==> src/rtl/sub_pkg.sv <==
// Shared definitions for the bit-serial subtractor: FSM state encoding.
package sub_pkg;
  localparam logic [1:0] S_IDLE = 2'd0;
  localparam logic [1:0] S_BUSY = 2'd1;
  localparam logic [1:0] S_DONE = 2'd2;
endpackage

==> src/rtl/half_subtractor.sv <==
// One-bit half subtractor: diff = a - b, barrow set when a < b.
module half_subtractor (
  input  logic a,
  input  logic b,
  output logic diff,
  output logic barrow
);
  assign diff   = a ^ b;
  assign barrow = ~a & b;
endmodule

==> src/rtl/serial_subtractor.sv <==
// Bit-serial WIDTH-bit subtractor, LSB first, one full-subtractor slice per clock.
// Two half_subtractor cells plus an OR form the slice; a borrow FF chains slices.
module serial_subtractor
  import sub_pkg::*;
#(
  parameter int WIDTH = 4
) (
  input  logic             clk,
  input  logic             rst,
  input  logic             start,
  input  logic [WIDTH-1:0] a_in,
  input  logic [WIDTH-1:0] b_in,
  input  logic             borrow_in,
  output logic             busy,
  output logic             done,
  output logic [WIDTH-1:0] diff_out,
  output logic             borrow_out
);
  localparam int CW = $clog2(WIDTH + 1);

  logic [1:0]       state, state_nxt;
  logic [WIDTH-1:0] a_sr, b_sr, res_sr, res_nxt;
  logic [CW-1:0]    cnt;
  logic             br;
  logic             hd0, hb0, d, hb1, slice_br;
  logic             load, last;

  half_subtractor hs0 (.a(a_sr[0]), .b(b_sr[0]), .diff(hd0), .barrow(hb0));
  half_subtractor hs1 (.a(hd0),     .b(br),      .diff(d),   .barrow(hb1));
  assign slice_br = hb0 | hb1;

  // New result bit enters at the MSB; after WIDTH slices the LSB is in place.
  generate
    if (WIDTH == 1) begin : g_w1
      assign res_nxt = d;
    end else begin : g_wn
      assign res_nxt = {d, res_sr[WIDTH-1:1]};
    end
  endgenerate

  assign load = start && (state == S_IDLE || state == S_DONE);
  assign last = (state == S_BUSY) && (cnt == CW'(WIDTH - 1));

  always_ff @(posedge clk or posedge rst) begin
    if (rst) state <= S_IDLE;
    else     state <= state_nxt;
  end

  always_comb begin
    state_nxt = state;
    case (state)
      S_IDLE:  if (load) state_nxt = S_BUSY;
      S_BUSY:  if (last) state_nxt = S_DONE;
      S_DONE:  state_nxt = load ? S_BUSY : S_IDLE;
      default: state_nxt = S_IDLE;
    endcase
  end

  always_comb begin
    busy = (state == S_BUSY);
    done = (state == S_DONE);
  end

  always_ff @(posedge clk or posedge rst) begin
    if (rst) begin
      a_sr       <= '0;
      b_sr       <= '0;
      res_sr     <= '0;
      br         <= 1'b0;
      cnt        <= '0;
      diff_out   <= '0;
      borrow_out <= 1'b0;
    end else if (load) begin
      a_sr <= a_in;
      b_sr <= b_in;
      br   <= borrow_in;
      cnt  <= '0;
    end else if (state == S_BUSY) begin
      a_sr   <= a_sr >> 1;
      b_sr   <= b_sr >> 1;
      br     <= slice_br;
      res_sr <= res_nxt;
      cnt    <= cnt + CW'(1);
      if (last) begin
        diff_out   <= res_nxt;
        borrow_out <= slice_br;
      end
    end
  end
endmodule
==> config.mk <==
export PLATFORM = sky130hd
export DESIGN_NAME = serial_subtractor
export DESIGN_NICKNAME = d
export VERILOG_FILES = /design/src/rtl/sub_pkg.sv /design/src/rtl/half_subtractor.sv /design/src/rtl/serial_subtractor.sv
export SDC_FILE = /design/constraint.sdc
export NUM_CORES = 1
export LEC_CHECK = 0
export BUFFER_PORTS_ARGS = -buffer_cell sky130_fd_sc_hd__buf_2
export CORE_UTILIZATION = 31
export DETAILED_ROUTE_END_ITERATION = 12
export GPL_ROUTABILITY_DRIVEN = 0
export MAX_ROUTING_LAYER = met4
export SYNTH_ARGS = -nofsm -noshare
export SYNTH_HDL_FRONTEND = slang
export SYNTH_SLANG_ARGS = --single-unit
==> constraint.sdc <==
create_clock -name clk -period 1.8 [get_ports clk]
set_clock_uncertainty 0.15 [all_clocks]
set_input_delay 0.18 -clock clk [delete_from_list [all_inputs] [get_ports clk]]
set_output_delay 0.18 -clock clk [all_outputs]
set_load 0.02 [all_outputs]
### Word level (Yosys, flattened, before mapping)

Cells that the tools add are included.

* word-level logic and storage cells: 42
* output and inout port bits: 7
* register bits: 23
* input port bits: 12

* reduce and logical (&&, ||, !) cells: 8
* equal/unequal tests: 5
* bitwise logic cells: 8
* muxes and demuxes: 12
* add/sub/neg operators: 1

Operators by type and width (count)
* 4-bit 2-to-1 mux: 4
* 3-bit 2-to-1 mux: 2
* 2-bit one-hot mux with 3 select lines: 1
* 2-bit 2-to-1 mux: 2
* 2-bit AND reduction: 2
* 3-bit by 1-bit adder with 3-bit output, second input constant: 1
* 3-bit by 2-bit == test with 1-bit output, second input constant: 1
* 1-bit 2-to-1 mux: 3
* 1-bit inverter: 3
* 3-bit AND reduction: 1
* 1-bit bitwise AND: 2
* 2-bit by 1-bit == test with 1-bit output, second input constant: 1
* 2-bit == test, second input constant: 1
* 1-bit logical AND: 2
* 2-bit zero test: 1
* 2-bit by 1-bit inequality test with 1-bit output, second input constant: 1
* 2-bit inequality test, second input constant: 1
* 2-bit nonzero test: 1
* 1-bit XOR: 2
* 1-bit logical OR: 1
* 1-bit OR: 1

### Longest topological paths before layout

Gate-level depths: netlist (run 1).

* depth in word-level cells: 6
* depth in mapped cells: 5
* depth with buffers taken out: 5

### Modules after synthesis

Synthesis (run 1) repeated with hierarchy kept, for this count alone.

* cells, all modules: 95
* area total of the unflattened synthesis: 1058.5 µm²

By module, submodules not included
* serial_subtractor: cells each 89, times used 1, seq. area each 550.5 µm², area an instance 1018.5 µm²
* half_subtractor: cells each 3, times used 2, seq. area each 0.0 µm², area an instance 20.0 µm²

### Least setup slack after synthesis (run 1)

No wires, ideal clock.

* path type: flip-flop to flip-flop
* from: register cnt[0]
* to: register diff_out[0]
* clock period less this slack: 1525 ps
* arrival: 1250 ps
* data required time: 1525 ps
* setup slack: 275 ps
* path buffers: 0
* cell stages (with the launch flop): 5
* setup time: 125 ps
* cell sequence: dfrtp_1 > ha_1 > ha_1 > nand3b_2 > mux2_2

* cells in the longest elaborated chain, start to end: 3

Ends and longest elaborated chain
* from (decl): line serial_subtractor.sv:23 `logic [CW-1:0] cnt;`
* from (signal assigned): line serial_subtractor.sv:83 `cnt <= cnt + CW'(1);`
* 3-bit by 2-bit == test with 1-bit output: line serial_subtractor.sv:42 `assign last = (state == S_BUSY) && (cnt == CW'(WIDTH - 1));`
* 1-bit logical AND: line serial_subtractor.sv:42
* 3-bit AND reduction (no line)
* to (signal assigned): line serial_subtractor.sv:85 `diff_out <= res_nxt;`
* to (decl): line serial_subtractor.sv:16 `output logic [WIDTH-1:0] diff_out,`

No other way between the ends.
A chain may end at the register's enable or synchronous reset.

### Worst setup path in the final report (run 1)

Ends and elaborated chain as after synthesis.

==> flow_summary.yaml, run 1 <==
yosys:
  synthXorXnorAreaFrac: 0.008216
  ys_seq_area_frac: 0.5164
  yosysWarnings: 0
  syn_area_per_cell_sq_um: 11.46
  synthAdderAreaFrac: 0.04225
  synth_compound_area_frac: 0.1150
  synth.area.mux_share: 0.1514
  syn_nets: 108
  synth_cell_types: 22
  synth-seq-cells: 22
  synth_cells: 93
  synth_top_family_by_area: "multiplexers"
  synth-simple-area-share: 0.09507
  synth_area_sq_um: 1066
layout:
  final_layout_size_suffix_gt1_frac: 0.3162
  insertedDiodeCount: 0
  final_common_cell: "dfrtp_1"
  most-common-layout-cells: "dfrtp_1, buf_2, mux2_2, inv_1, a21oi_1"
  fin_cells: 161
  fillCellCount: 338
  nets: 133
  area_growth_pct: 20.66
timing:
  fmax_mhz: 619.4
  worst_pin_slew_ns: 0.3270
  post-route-period-util: 0.8969
  setup_viol: 0
  relSlewSlack: 0.7818
  fin_crit_ns: 1.614
  rsz0062_at_grt: "false"
  finalHoldViolations: 0
  tns_ns: 0
  slew_violations: 0
placement:
  port-buffer-count: 18
  hpwl_um: 1382
  dp.cells: 153
setup_path:
  critPathKind: "register to register"
  reg2reg_to: "diff_out[0]"
  reg2reg_from: "cnt[0]"
  worst-r2r-cell-count: 4
  critPathRequiredTime_ns: 1.86
  cp.arrival_ns: 1.68
  rrSetupSlack_ns: 0.19
  endpoint_kind: "register"
  crit_start: "cnt[0]"
  start_kind: "register"
  crit_fanout: 7
clock_tree:
  cts_sinks: 22
  cts_buffer_depth: 2
  clk_pin_slew_ns: 0.13
  numCtsBuffers: 3
  clk_latency_ns: 0.31
  root_buffer: "clkbuf_4"
  htreeDepth: 1
  tritoncts: "yes"
  post_cts_buffers: 0
pwr:
  power_density_nw_per_um2: 1747
  switching_share: 0.3584
  combPwrFrac: 0.442
  internal_power_w: 0.001442
  ir_worst_vdd_mv: 0.7164
  power_switching_w: 0.0008054
  seqPwrFrac: 0.391
  power_w: 0.002247
  p_leak_nw: 0.5995
  clockPowerShare: 0.167
global_route:
  overflow: 0
  antenna_found_initial: 0
  gr-usage-all-layers: 0.1226
  grt_pass1_wl_um: 3208
  grt_pass1_vias: 755
  grt_max_degree: 22
min_path:
  hold_path_startpoint: "b_in[2]"
  hp-class: "input port to register"
  holdPathEnd: "b_sr[2]"
  hold_depth: 3
floorplan:
  start_util: 0.3381
  die-area_sq_um: 3677
  fp.dieH_um: 60.64
  die_x_um: 60.64
  core_area_sq_um: 3153
  io_pins: 19
  rows: 20
route:
  finalWirelength_um: 1910
  first_pass_iters: 2
  via_per_inst: 4.658
  vias: 750
  wl_per_cell_um: 11.86
  drt_iter0_markers: 6
  drc_errors: 0
  ant_nets: 0
status:
  status: "completed"
flow_run:
  maxCapViolCount: 0
registers in the layout, summed over array words and instances, names as in the netlist:
| signal | flops |
|---|---|
| borrow_out | 1 |
| cnt | 3 |
| state | 2 |
| b_sr | 4 |
| diff_out | 4 |
| a_sr | 4 |
| res_sr | 3 |
| br | 1 |
cells in the mapped netlist:
library cell  number  area, sq um
nand2b_1           4        25.02
buf_2              1        5.000
nor2_1             1        3.750
o21ai_0            6        30.03
mux2_2             9        101.4
buf_6              2        22.52
xnor2_1            1        8.760
nand2_1            3        11.26
inv_1              9        33.78
nand3_1            2        10.01
ha_1               2        25.02
buf_4              2        15.01
nor2b_1            5        31.28
mux2i_1            6        60.06
and2_4             1        8.760
nand3b_2           1        11.26
dfrtp_1           22        550.5
fa_1               1        20.02
a22o_1             1        8.760
a211oi_1           4        30.03
o22ai_1            3        18.77
a21oi_1            7        35.03
layer usage:
| metal | vias up | track usage | wire (um) |
|---|---|---|---|
| met5 | - | - | 0 |
| met3 | 2 | 0.03838 | 75 |
| met2 | 19 | 0.2229 | 959 |
| met4 | 0 | 0.01948 | 13 |
| met1 | 363 | 0.1325 | 860 |
| li1 | 366 | - | - |
cell families (layout without fill, tap and decap cells):
logic type               Yosys count  after routing
multiplexers                      15             15
flip-flops                        22             22
XOR/XNOR                           1              1
buffers and inverters             14             38
adder cells (fa/ha/maj)            3              3
AND/OR/NAND/NOR                   17             17
AO/OA/AOI/OAI                     21             21
critical path: stages, from the launching register on:
cell and delay [ns]:
dfrtp_1 0.43, ha_1 0.21, ha_1 0.20, nand3b_2 0.18
mux2_2 0.36
how the worst max path moves through the flow:
| stage | cells past startpoint | slack, ns | endpoint |
|---|---|---|---|
| finish | 4 | 0.19 | diff_out[0] |
| global route | 3 | 0.07 | busy |
| global placement | 4 | 0.24 | diff_out[3] |
| CTS | 3 | 0.11 | busy |
| detailed placement | 4 | 0.18 | diff_out[2] |
| floorplan | 4 | 0.28 | diff_out[0] |
cell type report:
type                       count  area [sq um]  share of cell area
clock buffer                   3         22.52             0.01751
clock inverter                 1         30.03             0.02335
inverter                       9         33.78             0.02626
multi-input combinational     57         441.7              0.3434
sequential                    22         550.5              0.4280
tap                           44         55.05             0.04280
timing repair buffer          25         152.6              0.1187
power by group through the flow:
stage	sequential, W	combinational (W)	clock (W)
finish	0.000878	0.000993	0.000376
global route	0.000903	0.00113	0.000401
CTS	0.000879	0.00101	0.000390
detailed placement	0.000888	0.00100	0
global placement	0.000873	0.000958	0
floorplan	0.000925	0.000742	0
stage by stage:
step                      hold WS (ns)  instance area (sq um)    util  setup slack, ns
after global placement       -0.007709                   1191  0.3778           0.2358
after detailed placement     0.0004881                   1191  0.3778           0.1807
final                         0.007076                   1286  0.4079           0.1855
after global routing           0.02269                   1286  0.4079          0.07344
after CTS                     0.001117                   1284  0.4071           0.1108
after floorplan                0.01923                   1066       -           0.2752
timing repair:
item                                    in CTS  in global routing
hold buffers                                 4                  0
hold endpoints to repair                    16                  0
endpoints found under the setup margin       0                  1
resized for setup                            0                  1
No activity file was read; power rests on OpenSTA's default activity.
==> inputs of run 2 (changes only) <==
Settings changed: BUFFER_PORTS_ARGS -buffer_cell sky130_fd_sc_hd__buf_2 to -buffer_cell sky130_fd_sc_hd__buf_4, SYNTH_HIERARCHICAL from default to 1.
==> flow_summary.yaml, run 2 <==
status:
  status: "completed"
clock_tree:
  clk_latency_ns: 0.31
  post_cts_buffers: 0
  tritoncts: "yes"
  cts_sinks: 22
  cts_buffer_depth: 2
  numCtsBuffers: 3
  htreeDepth: 1
  clk_pin_slew_ns: 0.12
  root_buffer: "clkbuf_4"
  hold_buffers: 10
  ctsResizeCount: 0
setup_path:
  reg2reg_from: "a_sr[0]"
  reg2reg_to: "br"
  endpoint_kind: "register"
  crit_fanout: 2
  cp.arrival_ns: 1.72
  worst-r2r-cell-count: 8
  rrSetupSlack_ns: 0.14
  critPathRequiredTime_ns: 1.86
  start_kind: "register"
  critPathKind: "register to register"
  crit_start: "a_sr[0]"
timing:
  hold_ws_ns: 0.03260
  worst_pin_slew_ns: 0.4212
  rsz0062_at_grt: "false"
  relSlewSlack: 0.7192
  fin_crit_ns: 1.662
  finalHoldViolations: 0
  post-route-period-util: 0.9231
  setup_viol: 0
  slew_violations: 0
  fmax_mhz: 601.8
  tns_ns: 0
floorplan:
  die-area_sq_um: 3652
  die_x_um: 60.44
  fp.dieH_um: 60.44
  start_util: 0.3357
  rows: 20
  core_area_sq_um: 3153
  io_pins: 19
yosys:
  synth-edff-count: 0
  yosys-top-cells-area: "dfrtp_1, mux2i_1, mux2_2"
  async_flop_share: 1.000
  syn_nets: 111
  yosysWarnings: 6
  synth_cells: 95
  synth_area_sq_um: 1059
  synth_commonest_cells: "dfrtp_1, nand2_1, inv_1, mux2i_1, mux2_2"
  synth_most_common_cell: "dfrtp_1"
  synth_area_leader_cell: "dfrtp_1"
  syn_area_per_cell_sq_um: 11.14
  netlist.area_leader.share: 0.5201
  ys_seq_area_frac: 0.5201
  synth-seq-cells: 22
  ys.flop_type: "dfrtp_1"
  synth_cell_types: 25
route:
  vias: 758
  drc_errors: 0
  via_per_inst: 4.433
  first_pass_iters: 4
  wl_per_cell_um: 11.45
  drt_iter0_markers: 10
  finalWirelength_um: 1958
  ant_nets: 0
pwr:
  ir_worst_vdd_mv: 0.6923
  p_leak_nw: 0.6715
  power_density_nw_per_um2: 1570
global_route:
  grt_pass1_vias: 798
  gr-usage-all-layers: 0.1343
  overflow: 0
  grt_max_degree: 23
  antenna_found_initial: 0
  grt_pass1_wl_um: 3477
layout:
  final_common_cell: "buf_4"
  insertedDiodeCount: 0
  most-common-layout-cells: "buf_4, dfrtp_1, nand2_1"
  nets: 145
  reg_top3: "a_sr x4, b_sr x4, diff_out x4"
  fillCellCount: 337
  final_layout_size_suffix_gt1_frac: 0.2756
  area_growth_pct: 30.14
min_path:
  holdPathEnd: "b_sr[1]"
  hold_depth: 3
  hp-class: "input port to register"
  hold_path_startpoint: "b_in[1]"
placement:
  port-buffer-count: 18
  hpwl_um: 1397
flow_run:
  maxCapViolCount: 0
==> run 2: cell count changes after synthesis, moves of 2 or more <==
cell	previous run	this run
nand2_1	3	15
a21oi_1	7	3
mux2_2	9	5
o22ai_1	3	0
buf_4	2	0
ha_1	2	4
inv_1	9	7
nand3_1	2	0
nor2_1	1	3
o21ai_0	6	4
o21ai_1	0	2
==> run 2: cell families (layout without fill, tap and decap cells) <==
| kind of cell | after synthesis | in the layout | share of synthesized area |
|---|---|---|---|
| xor gates and xnor gates | 1 | 1 | 0.008276 |
| DFF | 22 | 22 | 0.5201 |
| muxes | 12 | 12 | 0.1194 |
| adders and majority gates | 4 | 4 | 0.04728 |
| buffers and inverters | 12 | 44 | 0.06974 |
| AOI/OAI and AO/OA | 16 | 16 | 0.09693 |
| and+or+nand+nor | 28 | 28 | 0.1383 |
==> run 2: stage by stage <==
stage | worst slack (ns) | cell area, sq um | cells | utilization | total power (W)
2_1_floorplan | 0.2457 | 1059 | 95 | - | 0.001649
3_3_place_gp | 0.2066 | 1255 | 158 | 0.3980 | 0.001916
3_5_place_dp | 0.1233 | 1255 | 158 | 0.3980 | 0.001958
4_1_cts | 0.1197 | 1378 | 171 | 0.4369 | 0.002199
5_1_grt | 0.02901 | 1378 | 171 | 0.4369 | 0.002373
6_report | 0.1384 | 1378 | 171 | 0.4369 | 0.002163
==> run 2: cell type report <==
cell class / count / area (sq um) / area share
clock buffers: 3 / 22.52 / 0.01635
inverters: 8 / 42.54 / 0.03088
multi-input cells: 61 / 434.2 / 0.3152
flip-flops and latches: 22 / 550.5 / 0.3996
well taps: 44 / 55.05 / 0.03996
repair buffers: 33 / 272.8 / 0.1980
==> run 2: worst max-delay path by stage <==
stage / endpoint / slack [ns]
floorplan: br / 0.25
global placement: br / 0.21
detailed placement: br / 0.12
CTS: br / 0.12
global route: br / 0.03
finish: br / 0.14
==> run 2: layer usage <==
layer,vias to the layer above,global-route usage,wire length (um)
li1,382,-,-
met1,362,0.1748,927
met2,10,0.2135,948
met3,4,0.01919,52
met4,0,0.04870,29
met5,-,-,0
==> run 2: worst max-delay path, stage by stage (launching register included) <==
cell     delay [ns]
dfrtp_1        0.37
inv_1          0.05
ha_1           0.28
inv_1          0.06
inv_1          0.04
ha_1           0.18
nor2_1         0.13
nor2_1         0.05
a221o_1        0.26
==> run 2: report_power, final <==
group | switching [W] | total, W | internal [W] | leakage (nW)
sequential | 0.000130 | 0.000853 | 0.000724 | 0.274
clock | 0.000144 | 0.000222 | 0.0000782 | 0.0138
combinational | 0.000573 | 0.00109 | 0.000515 | 0.384
==> inputs of run 3 (changes only) <==
Settings changed: CTS_CLUSTER_DIAMETER from default to 100, PLACE_DENSITY_LB_ADDON from default to 0.1.
==> flow_summary.yaml, run 3 (synthesized netlist as in run 2, its figures left out) <==
floorplan:
  die_x_um: 60.44
  core_area_sq_um: 3153
  die-area_sq_um: 3652
  start_util: 0.3357
  fp.dieH_um: 60.44
  rows: 20
  io_pins: 19
pwr:
  power_density_nw_per_um2: 1647
  ir_worst_vdd_mv: 0.6237
  p_leak_nw: 0.6812
  power_w: 0.002306
route:
  via_per_inst: 4.415
  first_pass_iters: 6
  ant_nets: 0
  finalWirelength_um: 1900
  vias: 755
  drc_errors: 0
  wl_per_cell_um: 11.11
  drt_iter0_markers: 12
placement:
  port-buffer-count: 18
  postPlaceCellArea_sq_um: 1255
  hpwl_um: 1408
setup_path:
  cp.arrival_ns: 1.67
  critPathRequiredTime_ns: 1.84
  critPathKind: "register to register"
  crit_fanout: 3
  endpoint_kind: "register"
  start_kind: "register"
clock_tree:
  tritoncts: "yes"
  numCtsBuffers: 3
  clk_latency_ns: 0.30
  root_buffer: "clkbuf_4"
  cts_buffer_depth: 2
  clk_pin_slew_ns: 0.11
  htreeDepth: 1
  cts_sinks: 22
  post_cts_buffers: 0
global_route:
  gr-usage-all-layers: 0.1276
  grt_pass1_vias: 737
  grt_pass1_wl_um: 3291
  overflow: 0
  antenna_found_initial: 0
  grt_max_degree: 23
flow_run:
  maxCapViolCount: 0
layout:
  final_common_cell: "buf_4"
  most-common-layout-cells: "buf_4, dfrtp_1, nand2_1"
  reg_top3: "a_sr x4, b_sr x4, diff_out x4"
  insertedDiodeCount: 0
  area_growth_pct: 32.27
  finish.instance_area_sq_um: 1400
  nets: 144
  fillCellCount: 339
  final_layout_size_suffix_gt1_frac: 0.2913
timing:
  setup_viol: 0
  tns_ns: 0
  fin_crit_ns: 1.626
  worst_pin_slew_ns: 0.2777
  post-route-period-util: 0.9033
  slew_violations: 0
  relSlewSlack: 0.8149
  rsz0062_at_grt: "false"
  finalHoldViolations: 0
  fmax_mhz: 615.0
status:
  status: "completed"
min_path:
  hp-class: "input port to register"
run 3: cell types whose count changed in the layout (fill, tap and decap cells not counted), sizes merged:
cell	delta
bufinv	+1
dlygate4sd3	-1
run 3: final timing paths:
| kind | endpoint | cells past startpoint | start | slack (ns) |
|---|---|---|---|---|
| setup reg to reg | br | 7 | b_sr[0] | 0.17 |
| setup / recovery | br | 7 | b_sr[0] | 0.17 |
| hold / removal | b_sr[0] | 3 | b_in[0] | 0.02 |
| min in group asynchronous | res_sr[1] | 4 | rst | 0.31 |
| max in group asynchronous | a_sr[1] | 4 | rst | 0.96 |
| hold reg to reg | res_sr[1] | 2 | res_sr[1] | 0.34 |
run 3: repair_timing:
| action | CTS | global route |
|---|---|---|
| gates resized for setup | 0 | 1 |
| setup endpoints to repair | 0 | 1 |
| hold buffers | 9 | 0 |
| hold endpoints to repair | 31 | 0 |
run 3: critical path, cell delays in order, from the launching register on:
cell and delay [ns]:
dfrtp_1 0.41, ha_1 0.27, inv_1 0.05, inv_1 0.03
ha_1 0.18, nor2_1 0.13, nor2_1 0.05, a221o_1 0.25
run 3: layout make-up:
cell class | instances | area (sq um) | area share
flip-flops and latches | 22 | 550.5 | 0.3932
multi-input cells | 61 | 436.7 | 0.3119
repair buffers | 32 | 262.8 | 0.1877
well taps | 44 | 55.05 | 0.03932
inverters | 8 | 42.54 | 0.03038
clock inverters | 1 | 30.03 | 0.02145
clock buffers | 3 | 22.52 | 0.01609
run 3: per-layer routing:
metal	GRT usage	wire length (um)	vias up
met5	-	0	-
met4	0.04870	9	0
met3	0.01919	43	2
met2	0.2041	901	9
met1	0.1633	945	364
li1	-	-	380
run 3: metrics by stage:
stage / util / hold slack (ns) / instances / setup WS, ns
final: 0.4440 / 0.01897 / 171 / 0.1741
after global routing: 0.4440 / 0.03559 / 171 / 0.07701
after CTS: 0.4433 / 0.007819 / 171 / 0.003757
after detailed placement: 0.3980 / 0.09948 / 158 / 0.1520
after global placement: 0.3980 / 0.09529 / 158 / 0.1957
after floorplan: - / 0.01923 / 95 / 0.2457
run 3: power breakdown:
| group | switching [W] | internal (W) |
|---|---|---|
| clock network | 0.000142 | 0.000225 |
| registers | 0.000136 | 0.000724 |
| logic | 0.000562 | 0.000518 |
